`src/rtl/ps2_tx.sv`:
```
// PS/2 host-to-device transmitter.
// Inhibit, request-to-send, clock out 11-bit frame, check device ACK.
module ps2_tx #(
  parameter int unsigned INHIBIT_CYCLES = 5000,
  parameter int unsigned TIMEOUT_CYCLES = 750000,
  parameter int unsigned CNT_WIDTH      = 20
) (
  input  logic       clk,
  input  logic       rst_n,
  input  logic [7:0] tx_data,
  input  logic       tx_valid,
  output logic       tx_ready,
  input  logic       ps2_clk_i,
  input  logic       ps2_data_i,
  output logic       ps2_clk_low,
  output logic       ps2_data_low,
  output logic       done,
  output logic       err
);

  typedef enum logic [2:0] {
    IDLE,
    INHIBIT,
    REQ,
    SEND,
    STOP,
    ACK,
    WAIT_IDLE
  } state_e;

  localparam logic [CNT_WIDTH-1:0] INH_LAST =
    CNT_WIDTH'(INHIBIT_CYCLES - 1);
  localparam logic [CNT_WIDTH-1:0] TMO_LAST =
    CNT_WIDTH'(TIMEOUT_CYCLES - 1);

  state_e state_q, state_d;

  logic clk_s1_q, clk_s2_q, clk_prev_q;
  logic data_s1_q, data_s2_q;

  logic [CNT_WIDTH-1:0] cnt_q, cnt_d;
  logic [3:0] bit_q, bit_d;
  logic [7:0] byte_q, byte_d;
  logic par_q, par_d;
  logic clk_low_q, clk_low_d;
  logic data_low_q, data_low_d;
  logic done_q, done_d;
  logic err_q, err_d;

  logic fe;
  logic tmo;
  logic dev_st;

  assign fe  = clk_prev_q & ~clk_s2_q;
  assign tmo = (cnt_q == TMO_LAST);

  assign dev_st = (state_q == REQ) |
                  (state_q == SEND) |
                  (state_q == STOP) |
                  (state_q == ACK) |
                  (state_q == WAIT_IDLE);

  assign tx_ready     = rst_n & (state_q == IDLE);
  assign ps2_clk_low  = clk_low_q;
  assign ps2_data_low = data_low_q;
  assign done         = done_q;
  assign err          = err_q;

  // Two-flop line synchronizers plus previous clock level for edge detect.
  always_ff @(posedge clk or negedge rst_n) begin
    if (!rst_n) begin
      clk_s1_q   <= 1'b1;
      clk_s2_q   <= 1'b1;
      clk_prev_q <= 1'b1;
      data_s1_q  <= 1'b1;
      data_s2_q  <= 1'b1;
    end else begin
      clk_s1_q   <= ps2_clk_i;
      clk_s2_q   <= clk_s1_q;
      clk_prev_q <= clk_s2_q;
      data_s1_q  <= ps2_data_i;
      data_s2_q  <= data_s1_q;
    end
  end

  // State register.
  always_ff @(posedge clk or negedge rst_n) begin
    if (!rst_n) begin
      state_q <= IDLE;
    end else begin
      state_q <= state_d;
    end
  end

  // Next-state: device edges win over the timeout in the same cycle.
  always_comb begin
    state_d = state_q;
    unique case (state_q)
      IDLE: begin
        if (tx_valid) state_d = INHIBIT;
      end
      INHIBIT: begin
        if (cnt_q == INH_LAST) state_d = REQ;
      end
      REQ: begin
        if (fe) state_d = SEND;
        else if (tmo) state_d = IDLE;
      end
      SEND: begin
        if (fe && bit_q == 4'd8) state_d = STOP;
        else if (!fe && tmo) state_d = IDLE;
      end
      STOP: begin
        if (fe) state_d = ACK;
        else if (tmo) state_d = IDLE;
      end
      ACK: begin
        if (fe) state_d = data_s2_q ? IDLE : WAIT_IDLE;
        else if (tmo) state_d = IDLE;
      end
      WAIT_IDLE: begin
        if (clk_s2_q && data_s2_q) state_d = IDLE;
        else if (tmo) state_d = IDLE;
      end
      default: state_d = IDLE;
    endcase
  end

  // Outputs and datapath next values, all registered below.
  always_comb begin
    cnt_d = (state_q == IDLE) ? '0 : cnt_q + CNT_WIDTH'(1);
    if (state_d != state_q || (fe && dev_st)) cnt_d = '0;
    bit_d      = bit_q;
    byte_d     = byte_q;
    par_d      = par_q;
    data_low_d = data_low_q;
    clk_low_d  = (state_d == INHIBIT);
    done_d     = (state_q == WAIT_IDLE) & clk_s2_q & data_s2_q;
    err_d      = dev_st & (state_d == IDLE) & ~done_d;
    unique case (state_q)
      IDLE: begin
        bit_d = 4'd0;
        if (tx_valid) begin
          byte_d = tx_data;
          par_d  = ~^tx_data;
        end
      end
      REQ: begin
        if (fe) begin
          bit_d      = 4'd1;
          data_low_d = ~byte_q[0];
        end
      end
      SEND: begin
        if (fe) begin
          bit_d      = bit_q + 4'd1;
          data_low_d = (bit_q == 4'd8) ? ~par_q
                                       : ~byte_q[bit_q[2:0]];
        end
      end
      STOP, ACK: begin
        if (fe) begin
          bit_d      = bit_q + 4'd1;
          data_low_d = 1'b0;
        end
      end
      default: ;
    endcase
    if (state_d == INHIBIT) data_low_d = (cnt_d == INH_LAST);
    if (state_d == REQ) data_low_d = 1'b1;
    if (state_d == IDLE) data_low_d = 1'b0;
  end

  // Datapath and registered line drivers / status pulses.
  always_ff @(posedge clk or negedge rst_n) begin
    if (!rst_n) begin
      cnt_q      <= '0;
      bit_q      <= 4'd0;
      byte_q     <= 8'd0;
      par_q      <= 1'b0;
      clk_low_q  <= 1'b0;
      data_low_q <= 1'b0;
      done_q     <= 1'b0;
      err_q      <= 1'b0;
    end else begin
      cnt_q      <= cnt_d;
      bit_q      <= bit_d;
      byte_q     <= byte_d;
      par_q      <= par_d;
      clk_low_q  <= clk_low_d;
      data_low_q <= data_low_d;
      done_q     <= done_d;
      err_q      <= err_d;
    end
  end

endmodule

```
`config.mk`:
```
export PLATFORM = sky130hd
export DESIGN_NAME = ps2_tx
export DESIGN_NICKNAME = d
export VERILOG_FILES = /design/src/rtl/ps2_tx.sv
export SDC_FILE = /design/constraint.sdc
export NUM_CORES = 1
export LEC_CHECK = 0
export CAP_MARGIN = 20
export CORE_UTILIZATION = 54
export CTS_BUF_LIST = sky130_fd_sc_hd__clkbuf_16
export DETAILED_ROUTE_END_ITERATION = 16
export PLACE_DENSITY = 0.77
export REMOVE_ABC_BUFFERS = 1
export SETUP_SLACK_MARGIN = 0.15
export SLEW_MARGIN = 40
export SYNTH_ARGS = -nofsm -noshare
export SYNTH_HDL_FRONTEND = slang
export SYNTH_SLANG_ARGS = --single-unit
```
`constraint.sdc`:
```
create_clock -name clk -period 2.4 [get_ports clk]
set_input_delay 0.36 -clock clk [delete_from_list [all_inputs] [get_ports clk]]
set_output_delay 0.36 -clock clk [all_outputs]
set_load 0.1 [all_outputs]
```
# Word level (Yosys, flattened, before mapping)

Cells that the tools add are included.

Flip-flop bits (word level): 45
Latch bits: 0
Memories kept: 0
Bits in read-only memories: 0
Output and inout bits: 5
Word-level logic and storage cells: 92
Bits of input ports: 13
RAM bits: 0

Add/subtract/negate cells: 2
Shifts and indexed selects: 0
$mul: 0
Reductions and logical operators: 16
Mux-type cells: 26
$lt $le $gt $ge: 1
Bitwise operators: 15
Eq/ne operators: 18
Divide/modulo/power cells: 0

Operator list:

| operator                                               | number |
|---|---|
| == test 20 x 13 -> 1 bit (second input constant)       | 2 |
| two-way mux 20 bit                                     | 2 |
| two-way mux 3 bit                                      | 10 |
| one-hot mux 3 bit (7 select lines)                     | 1 |
| adder 20 x 1 -> 20 bit (second input constant)         | 1 |
| == test 20 bit (second input constant)                 | 1 |
| one-hot mux 4 bit (3 select lines)                     | 1 |
| inequality test 5 x 3 -> 1 bit (second input constant) | 2 |
| == test 3 x 2 -> 1 bit (second input constant)         | 3 |
| == test 3 bit (second input constant)                  | 3 |
| two-way mux 1 bit                                      | 8 |
| two-way mux 4 bit                                      | 2 |
| XNOR reduction 8 bit                                   | 1 |
| bitwise AND 1 bit                                      | 6 |
| == test 3 x 1 -> 1 bit (second input constant)         | 2 |
| zero test 3 bit                                        | 2 |
| nonzero test 6 bit                                     | 1 |
| inequality test 5 bit (second input constant)          | 1 |
| inverter 1 bit                                         | 5 |
| adder 4 x 1 -> 4 bit (second input constant)           | 1 |
| == test 4 bit (second input constant)                  | 1 |
| logical AND 1 bit                                      | 4 |
| < comparator 3 x 4 -> 1 bit (second input constant)    | 1 |
| OR 1 bit                                               | 4 |
| 13 further kinds                                       | 13 |

# Depth between registers and ports, before layout

Gate-level depths: netlist (run 1).

Word-level depth: 14
Gate-level depth with buffers: 10
Depth with buffers taken out: 9

# Worst setup path before layout (run 1)

Ideal clock, no wire load.

Path type: flip-flop to flip-flop
Start point: reg cnt_q[0]
End point: reg data_low_q (netlist: ps2_data_low)
Clock period less this slack: 2.251 ns
Stages on the path, launching flop included: 10
Slack: 0.149 ns
Path buffers: 1
Data required time: 2.322 ns
Data arrival time: 2.174 ns
Library setup time: 0.078 ns
Cells stage by stage: dfrtp_1 ha_1 and3_1 buf_2 nand4_1 nor2_1 or3_4 a2111oi_4 a41oi_1 a21oi_1

Cells in the longest elaborated chain, start to end: 12
Elaborated cells on any way between the ends: 29
Classes of those cells: 1 x add/sub; 9 x eq/ne; 14 x mux; 5 x reduce/logical

RTL lines:

| element                            | RTL line | text |
|---|---|---|
| start, declared                    | 41       | `logic [CNT_WIDTH-1:0] cnt_q, cnt_d;` |
| start signal, assigned             | 186      | `cnt_q <= cnt_d;` |
| == test 20 bit                     | 55       | `assign tmo = (cnt_q == TMO_LAST);` |
| logical AND 1 bit                  | 111      | `else if (!fe && tmo) state_d = IDLE;` |
| two-way mux 3 bit                  | 111      |  |
| two-way mux 3 bit                  | 110      | `if (fe && bit_q == 4'd8) state_d = STOP;` |
| one-hot mux 3 bit (7 select lines) | 98       | `unique case (state_q)` |
| inequality test 3 bit              | 132      | `if (state_d != state_q \|\| (fe && dev_st)) cnt_d = '0;` |
| logical OR 1 bit                   | 132      |  |
| two-way mux 20 bit                 | 132      |  |
| == test 20 x 13 -> 1 bit           | 169      | `if (state_d == INHIBIT) data_low_d = (cnt_d == INH_LAST);` |
| two-way mux 1 bit                  | 169      |  |
| two-way mux 1 bit                  | 170      | `if (state_d == REQ) data_low_d = 1'b1;` |
| two-way mux 1 bit                  | 171      | `if (state_d == IDLE) data_low_d = 1'b0;` |
| end signal, assigned               | 191      | `data_low_q <= data_low_d;` |
| end, declared                      | 46       | `logic data_low_q, data_low_d;` |

Several ways; a longest one is shown, not always the timed one.
A chain may end at the register's enable or synchronous reset.

# Worst setup path after layout (run 1)

Start point: reg cnt_q[1]
End point: reg data_low_q (netlist: ps2_data_low)

The elaborated chain is that of the path after synthesis.

==> results of run 1 <==
[state kept, by name, summed over array words and instances, names as in the netlist]
name and flops:
bit_q 4, byte_q 8, clk_prev_q 1, clk_s1_q 1, clk_s2_q 1, cnt_q 20
data_s1_q 1, data_s2_q 1, done 1, err 1, par_q 1, ps2_clk_low 1
ps2_data_low 1, state_q 3
[kinds of logic after synthesis]
kind of cell             share of synthesized area (%)
AO/OA/AOI/OAI                                     15.8
buffers and inverters                             5.31
multiplexers                                      5.79
adder cells (fa/ha/maj)                           1.76
AND/OR/NAND/NOR                                   23.0
flip-flops                                        39.7
XOR/XNOR                                          8.60
[stage by stage]
stage	hold WS [ns]	worst slack (ns)	power, mW
after floorplan	0.0644	0.113	1.22
after global placement	0.346	0.163	1.37
after detailed placement	0.347	0.126	1.39
after CTS	0.204	0.165	2.20
after global routing	0.245	0.0265	2.35
final	0.178	0.137	2.24
[power by group]
group	leakage, nW	total (mW)	internal (mW)	switching (mW)
sequential	0.567	0.961	0.866	0.0947
clock	0.0775	0.775	0.487	0.287
combinational	0.785	0.508	0.274	0.234
[cell usage in the layout, fill, tap and decap left out, types with 3 or more instances in the layout]
master           count
mux2i_1              3
dfrtp_2              6
inv_1                8
a211oi_1             4
dfrtp_1             34
nor2_1              32
nand3_1             12
buf_4               31
and3_1               4
dfstp_2              5
a21oi_1             13
nand2b_1             5
xnor2_1             18
nor3_1               8
nand2_1             21
clkbuf_16            5
a211o_1              4
o22ai_1              5
nand4b_1             3
nand4_1              5
ha_1                 3
mux2_2               8
xor2_1              10
o21ai_0              8
clkdlybuf4s50_1     11
and4_1               3
[area by class of cell]
cell class | count | area [µm²]
clock buffers | 5 | 125
clock inverters | 3 | 41.3
fillers | 389 | 1670
inverters | 9 | 33.8
multi-input cells | 226 | 1640
flip-flops and latches | 45 | 1140
well taps | 70 | 87.6
repair buffers | 44 | 368
[worst max path at each step]
stage,start,endpoint,slack (ns)
after floorplan,cnt_q[0],cnt_q[10],0.11
after global placement,cnt_q[1],ps2_data_low,0.16
after detailed placement,cnt_q[1],ps2_data_low,0.13
after CTS,cnt_q[1],ps2_data_low,0.16
after global routing,cnt_q[1],ps2_data_low,0.03
final,cnt_q[1],ps2_data_low,0.14
[routing by layer]
metal	part of all wire (%)	wire, µm	track usage, %	vias up
li1	-	-	-	1153
met3	5.1	334	3.61	7
met4	1.2	79	4.61	0
met2	45	2980	35.9	101
met5	0	0	0	-
met1	48	3190	37.4	1163
[worst max-delay path, delay by kind of cell (launching register included)]
family / cells / cell delay [ns]
and+or+nand+nor: 5 / 1.02
DFF: 1 / 0.44
AOI/OAI and AO/OA: 2 / 0.53
adders and majority gates: 1 / 0.19
[timing repair]
item	4_1_cts	5_1_grt
setup buffers	0	9
endpoints found under the hold margin	0	0
pin swaps	1	10
resized for setup	5	17
endpoints found under the setup margin	2	21
==> metrics.txt, run 1 <==
Post-synth EDFFs=0; first-pass GRT wire length=10.2 mm; first drt pass iteration count=9; Max FO, Critical Path=6; Post-CTS Hold Buffers=0; Crit path top cell by count=nand4_1; utilization after layout=67.2%; Crit. End Element=register; Worst Skew=0.00814 ns; Post-Place Cells=385; clock tree buffer depth=2; Die Span Y=74.7 µm; per-cell routed wire length=16.4 µm; CTS sink cnt=45; Syn Std Cell Area=2850 µm²; critical-path cell list=ha_4 -> and3_2 -> nand4_1 -> nor2_2 -> or3_4 -> a2111oi_4 -> nand4_1 -> a21oi_1; Area Growth Syn to Fin=20.4%; Syn Inst Count=299; Peak Freq=442 MHz; maximum vdd drop=0.670 mV; design area=3430 µm²; max-cap viol count=0; vias=2,424; ys async rst share=100%; gpl congestion=0.904; latest clock arrival within the worst-skew pair=0.29 ns; Fin Setup TNS=0 ns; Yosys reg bits=45; CTS tree=yes; Worst Hold Class=input port to async pin; Startpoint Class=register; Synth top area share=35.1%; ANT cells=0; final period utilization=94.3%; Die Span X=74.7 µm; ranking of synthesized cells by area=dfrtp_1 35%, xnor2_1 5.5%, dfstp_2 4.6%; Starting DRT DRC Count=248; Worst EP required=2.61 ns; Detailed Place HPWL=4.43 mm; status=finished, final reports clean; final hold viol count=0; IO Port Bufs=17; vias in the first global route=2,085; core area=5110 µm²; placed cell area=3120 µm²; most frequent cells after synthesis=40 x dfrtp_1, 34 x nor2_1, 21 x nand2_1, 18 x xnor2_1; R2R setup slack=0.14 ns; Worst EP arrival=2.47 ns; top_reg_cell synth=dfrtp_1; # H-tree levels=2; FF-to-FF path depth=8; Post-Syn Area per Cell=9.54 µm²; largest net degree at the start of global routing=46; Slew @ Worst Pin=0.546 ns; Power Density=653 nW/µm²; post-synth top area cell=dfrtp_1; Cell variety after synth=59; Leak=1.43 nW; # DRC=0; RR Endpoint=ps2_data_low; relative slew slack=63.6%; top-count cell post-synth=dfrtp_1; antenna-violating nets left=0; initial antenna violation count=0; Min Clock Period, post-route=2.26 ns; nets=348; Tot GR Track Use=24.1%; die footprint=5570 µm²; Num CTS Buffers=5; final count of pins violating max slew=0; Clk pin slew, worst setup/hold paths=0.07 ns; GRT overflow=0; Root Buffer=clkbuf_16; routed wire length=6.58 mm; Initial Utilization=55.8%; Non-Filler Instances=402; Vias/cell=6.03; Yosys warning total=0; Rows=26; Worst R2R Start=cnt_q[1]; final setup vio count=0; layout cells sized above 1=23.8%; Slowest cell on crit path=dfrtp_2; I/O Pins=18; RSZ-0062 raised after global routing=true; CP Class=register to register; Worst path max stage delay=0.44 ns; sequential-to-total area share from yosys stat=39.7%
(Power assumes the default switching activity.)
==> run 2: changes to the inputs <==
--- a/config.mk
+++ b/config.mk
@@ -6,10 +6,10 @@
 export NUM_CORES = 1
 export LEC_CHECK = 0
 export CAP_MARGIN = 20
-export CORE_UTILIZATION = 54
+export CORE_UTILIZATION = 59
 export CTS_BUF_LIST = sky130_fd_sc_hd__clkbuf_16
 export DETAILED_ROUTE_END_ITERATION = 16
-export PLACE_DENSITY = 0.77
+export PLACE_DENSITY = 0.79
 export REMOVE_ABC_BUFFERS = 1
 export SETUP_SLACK_MARGIN = 0.15
 export SLEW_MARGIN = 40
==> constraint.sdc (replaced) <==
create_clock -name clk -period 2.15 [get_ports clk]
set_input_delay 0.3225 -clock clk [delete_from_list [all_inputs] [get_ports clk]]
set_output_delay 0.3225 -clock clk [all_outputs]
set_load 0.1 [all_outputs]
==> metrics.txt, run 2 (same netlist as run 1, synthesis figures left out) <==
status=complete, but fails checks; violations in the final reports=negative setup slack; Psw=0.859 mW (+39%); commonest non-fill, non-tap cell in the layout=buf_4; final count of pins violating max slew=0 (unchanged); cell-internal power=1.91 mW (+17%); ANT cells=0 (unchanged); met2 Usage GRT=56.7% (+21 points); fillers=178 (-54%); fin worst setup slack=-0.286 ns (-0.423 ns); latest clock arrival within the worst-skew pair=0.30 ns (about the same); Slowest cell on crit path=dfrtp_1; Worst Hold Class=input port to async pin; Comb pwr share=29.1% (+6.5 points); Crit. End Element=register; Initial Utilization=63.3% (+7.5 points); Num CTS Buffers=5 (unchanged); met3 Use GR=8.58% (+5.0 points); RR Endpoint=ps2_data_low; Power, Total=2.77 mW (+23%); critical-path cell list=and3_1 -> nand2_1 -> o31ai_2 -> o211ai_1 -> a2111oi_4 -> a41oi_2 -> a21oi_1; per-cell routed wire length=24.9 µm (+52%); clock share of power=32.3% (-2.2 points); design area=3950 µm² (+15%); hold slack=0.178 ns (+0.000157 ns); Worst Skew=0.00609 ns (-0.00205 ns); relative slew slack=61.2% (-2.4 points); Max FO, Critical Path=8 (+2); nets=378 (+8.6%); Worst EP arrival=2.65 ns (+0.18 ns); layout cells sized above 1=39.2% (+15 points); largest net degree at the start of global routing=46 (unchanged); Worst path max stage delay=0.53 ns (+0.09 ns); commonest non-fill, non-tap cells in the layout=51 x buf_4, 38 x dfrtp_1, 20 x nand2_1; FF-to-FF path depth=7 (-1); grt met1 use=47.8% (+10 points); initial antenna violation count=0 (unchanged); Startpoint Class=register; Detailed Place HPWL=5.18 mm (+17%); Tot GR Track Use=35.9% (+12 points); Area Growth Syn to Fin=38.6%; Die Span X=71.5 µm (-4.2%); I/O Pins=18 (unchanged); multi-input logic area=1880 µm² (+15%); RSZ-0062 raised after global routing=true; Top reg by flops=cnt_q; Min Clock Period, post-route=2.44 ns (+0.173 ns); clock tree buffer depth=2 (unchanged); core area=4500 µm² (-12%); Slew @ Worst Pin=0.582 ns (+0.0358 ns); CTS tree=yes; Vias/cell=7.28 (+21%); Rows=24 (-7.7%); CP Class=register to register; Clk pin slew, worst setup/hold paths=0.07 ns (about the same); vias in the first global route=2,760 (+32%); antenna-violating nets left=0 (unchanged); Power Density=701 nW/µm² (+7.3%); final period utilization=113% (+19 points); Bufs and invs on worst path=0 (unchanged); IO Port Bufs=17 (unchanged); Root Buffer=clkbuf_16; Peak Freq=411 MHz (-7.1%); share of power burned in registers=38.5% (-4.3 points); Starting DRT DRC Count=538 (+120%); placed cell area=3300 µm² (+5.7%); CTS sink cnt=45 (unchanged); gpl congestion=0.980 (+8.5%); final hold viol count=0 (unchanged); Most Crowded Layer GR=met2; vias=3,014 (+24%); Seq. cell area=1130 µm² (-0.44%); first-pass GRT wire length=14.0 mm (+37%); Leak=1.62 nW (+13%); first drt pass iteration count=9 (unchanged); routed wire length=10.3 mm (+56%); dpl ws=-0.242 ns (-0.368 ns); R2R setup slack=-0.29 ns (-0.42 ns); Sw Ratio=31.0% (+3.5 points); Worst EP required=2.36 ns (-0.25 ns); final setup vio count=21 (+21); biggest registers after layout=cnt_q x20, byte_q x8, bit_q x4; Fin Setup TNS=-3.08 ns (-3.08 ns); maximum vdd drop=0.630 mV (-5.9%); GRT overflow=0 (unchanged); # H-tree levels=2 (unchanged); # DRC=0 (unchanged); max-cap viol count=0 (unchanged); CP delay by family, top=compound AO/OA/AOI/OAI gates; Worst R2R Start=cnt_q[12]; Largest register FFs=20 (unchanged); Die Span Y=71.5 µm (-4.2%); die footprint=5120 µm² (-8.2%)
-- run 2: changes by cell type in the layout (fill, tap and decap cells not counted), sizes merged --
| cell | change |
|---|---|
| clkbuf | +2 |
| inv | +2 |
| clkinvlp | -1 |
| buf | +28 |
| clkinv | -1 |
-- run 2: worst max path at each step --
stage	cells after the start	to	slack (ns)	from
after floorplan	7	cnt_q[10]	-0.14	cnt_q[0]
after detailed placement	9	ps2_data_low	-0.24	cnt_q[0]
final	7	ps2_data_low	-0.29	cnt_q[12]
after CTS	9	ps2_data_low	-0.02	cnt_q[1]
after global placement	9	ps2_data_low	-0.15	cnt_q[0]
after global routing	7	ps2_data_low	-0.34	cnt_q[12]
-- run 2: cell type report --
| class | instances | share of cell area [%] |
|---|---|---|
| Clock buffer | 5 | 3.17 |
| Sequential cell | 45 | 28.7 |
| Multi-Input combinational cell | 226 | 47.7 |
| Tap cell | 52 | 1.65 |
| Inverter | 9 | 0.855 |
| Timing Repair Buffer | 74 | 16.9 |
| Clock inverter | 3 | 1.08 |
-- run 2: power groups by stage --
stage	logic (mW)	registers, mW	clock network (mW)
after floorplan	0.294	1.07	0
after global placement	0.528	1.05	0
after detailed placement	0.550	1.06	0
after CTS	0.638	1.06	0.891
after global routing	0.834	1.07	0.918
final	0.807	1.07	0.896
-- run 2: through the flow --
stage                     utilization [%]  std cells
after floorplan                         -        280
after global placement               73.3        392
after detailed placement             73.3        392
after CTS                            82.6        408
after global routing                 87.8        414
final                                87.8        414
-- run 2: what timing repair did --
action                     in CTS  in global routing
gates cloned                    0                  3
setup endpoints to repair      25                 24
pin swaps                      19                 17
hold buffers                    0                  0
gates resized for setup        49                 33
setup buffers                   8                  3
-- run 2: metal layers --
metal / part of all wire, % / vias up
met5: 0 / -
met4: 6.7 / 0
met3: 13 / 103
met2: 44 / 307
met1: 36 / 1388
li1: - / 1216
==> run 3: changes to the inputs <==
--- a/config.mk
+++ b/config.mk
@@ -6,6 +6,7 @@
 export NUM_CORES = 1
 export LEC_CHECK = 0
 export CAP_MARGIN = 20
+export CORE_ASPECT_RATIO = 1.4
 export CORE_UTILIZATION = 59
 export CTS_BUF_LIST = sky130_fd_sc_hd__clkbuf_16
 export DETAILED_ROUTE_END_ITERATION = 16
==> metrics.txt, run 3 (same netlist as run 1, synthesis figures left out) <==
status=complete, but fails checks; violations in the final reports=negative setup slack; largest net degree at the start of global routing=46 (unchanged); Post-CTS Hold Buffers=0 (unchanged); Top reg by flops=cnt_q; nets=377 (-0.26%); Tot GR Track Use=33.6% (-2.4 points); antenna-violating nets left=0 (unchanged); Worst R2R Start=cnt_q[0]; final count of pins violating max slew=0 (unchanged); initial antenna violation count=0 (unchanged); # DRC=0 (unchanged); Die Span Y=84.3 µm (+18%); CP Class=register to register; dpl ws=-0.0653 ns (+0.177 ns); I/O Pins=18 (unchanged); vias in the first global route=2,723 (-1.3%); CTS sink cnt=45 (unchanged); final hold viol count=0 (unchanged); commonest non-fill, non-tap cell in the layout=buf_4; Fin Setup TNS=-1.84 ns (+1.24 ns); Worst Hold Class=input port to async pin; latest clock arrival within the worst-skew pair=0.29 ns (about the same); maximum vdd drop=0.620 mV (-1.6%); first-pass GRT wire length=12.6 mm (-9.7%); fin worst setup slack=-0.165 ns (+0.121 ns); # H-tree levels=2 (unchanged); die footprint=5120 µm² (about the same); Clk pin slew, worst setup/hold paths=0.07 ns (about the same); ANT cells=0 (unchanged); Leak=1.60 nW (-1.6%); Most Crowded Layer GR=met2; Area Growth Syn to Fin=32.9%; critical-path cell list=ha_4 -> nor4bb_2 -> nand3_1 -> o31a_1 -> nor2_1 -> inv_1 -> a211o_1 -> a41oi_1 -> a21oi_1; Rows=29 (+21%); clock tree buffer depth=2 (unchanged); CTS tree=yes; Vias/cell=6.53 (-10%); FF-to-FF path depth=9 (+2); first drt pass iteration count=5 (-4); RR Endpoint=ps2_data_low; biggest registers after layout=cnt_q x20, byte_q x8, bit_q x4; commonest non-fill, non-tap cells in the layout=53 x buf_4, 34 x dfrtp_1, 28 x nor2_1; Detailed Place HPWL=5.31 mm (+2.5%); Worst Skew=0.00628 ns (+0.000192 ns); Starting DRT DRC Count=286 (-47%); Max FO, Critical Path=3 (-5); Power Density=692 nW/µm² (-1.2%); Largest register FFs=20 (unchanged); Worst EP arrival=2.50 ns (-0.15 ns); core area=4570 µm² (+1.5%); Bufs and invs on worst path=1 (+1); R2R setup slack=-0.16 ns (+0.12 ns); Die Span X=60.8 µm (-15%); layout cells sized above 1=36.6% (-2.7 points); Root Buffer=clkbuf_16; hold slack=0.160 ns (-0.0184 ns); utilization after layout=82.9% (-4.9 points); GRT overflow=0 (unchanged); Peak Freq=432 MHz (+5.2%); Crit. End Element=register; Post-Place Cells=401 (+2.3%); grt met1 use=36.8% (-11 points); Num CTS Buffers=5 (unchanged); RSZ-0062 raised after global routing=true; max-cap viol count=0 (unchanged); relative slew slack=61.2% (about the same); per-cell routed wire length=20.3 µm (-18%); Slowest cell on crit path=dfrtp_1; Slew @ Worst Pin=0.581 ns (-0.000336 ns); routed wire length=8.58 mm (-17%); final period utilization=108% (-5.6 points); IO Port Bufs=17 (unchanged); Initial Utilization=62.4% (-0.94 points); met2 Usage GRT=56.6% (-0.076 points); Startpoint Class=register; Worst path max stage delay=0.44 ns (-0.09 ns); vias=2,761 (-8.4%); CP delay by family, top=compound AO/OA/AOI/OAI gates; Worst EP required=2.33 ns (-0.03 ns); met3 Use GR=6.63% (-2.0 points); Non-Filler Instances=423 (+2.2%); Min Clock Period, post-route=2.31 ns (-0.121 ns); gpl congestion=0.930 (-5.2%); final setup vio count=21 (unchanged)
==> run 3: cell count changes in the layout (fill, tap and decap cells not counted), sizes merged <==
cell,delta
clkinvlp,+1
clkinv,+1
clkbuf,-2
bufinv,-1
inv,-1
buf,+1
==> run 3: timing repair <==
item	in CTS	in global routing
buffers inserted	7	6
pin swaps	16	14
cloned	1	0
setup endpoints to repair	22	24
gates resized for setup	38	21
==> run 3: per-stage QoR <==
stage	instance area, µm²	power (mW)
2_1_floorplan	2730	1.37
3_3_place_gp	3290	1.58
3_5_place_dp	3290	1.61
4_1_cts	3640	2.47
5_1_grt	3790	2.71
6_report	3790	2.62
==> run 3: power by group <==
group	total, mW	internal [mW]	switching, mW
clock network	0.793	0.437	0.356
logic	0.750	0.408	0.342
registers	1.08	0.965	0.114
==> run 3: worst reg2reg max path, cell delays in order (launching register included) <==
cell	delay, ns
dfrtp_1	0.44
ha_4	0.17
nor4bb_2	0.24
nand3_1	0.21
o31a_1	0.31
nor2_1	0.16
inv_1	0.09
a211o_1	0.30
a41oi_1	0.22
a21oi_1	0.06
==> run 3: final cells by class <==
class                   instances  area [µm²]
repair buffers                 73         612
multi-input cells             226        1780
flip-flops and latches         45        1140
inverters                       9        33.8
well taps                      62        77.6
clock inverters                 3        25.0
fillers                       262         783
clock buffers                   5         125
==> run 3: how the worst max path moves through the flow <==
| stage | startpoint | endpoint | depth (start not counted) |
|---|---|---|---|
| floorplan | cnt_q[0] | cnt_q[10] | 7 |
| global placement | cnt_q[17] | err | 7 |
| detailed placement | cnt_q[1] | err | 8 |
| CTS | cnt_q[2] | err | 8 |
| global route | cnt_q[0] | ps2_data_low | 9 |
| finish | cnt_q[0] | ps2_data_low | 9 |
==> run 3: layer usage <==
layer	up-vias	share of wire, %
met1	1342	36
met3	50	5.7
met4	0	4.9
met2	161	54
li1	1208	-
met5	-	0
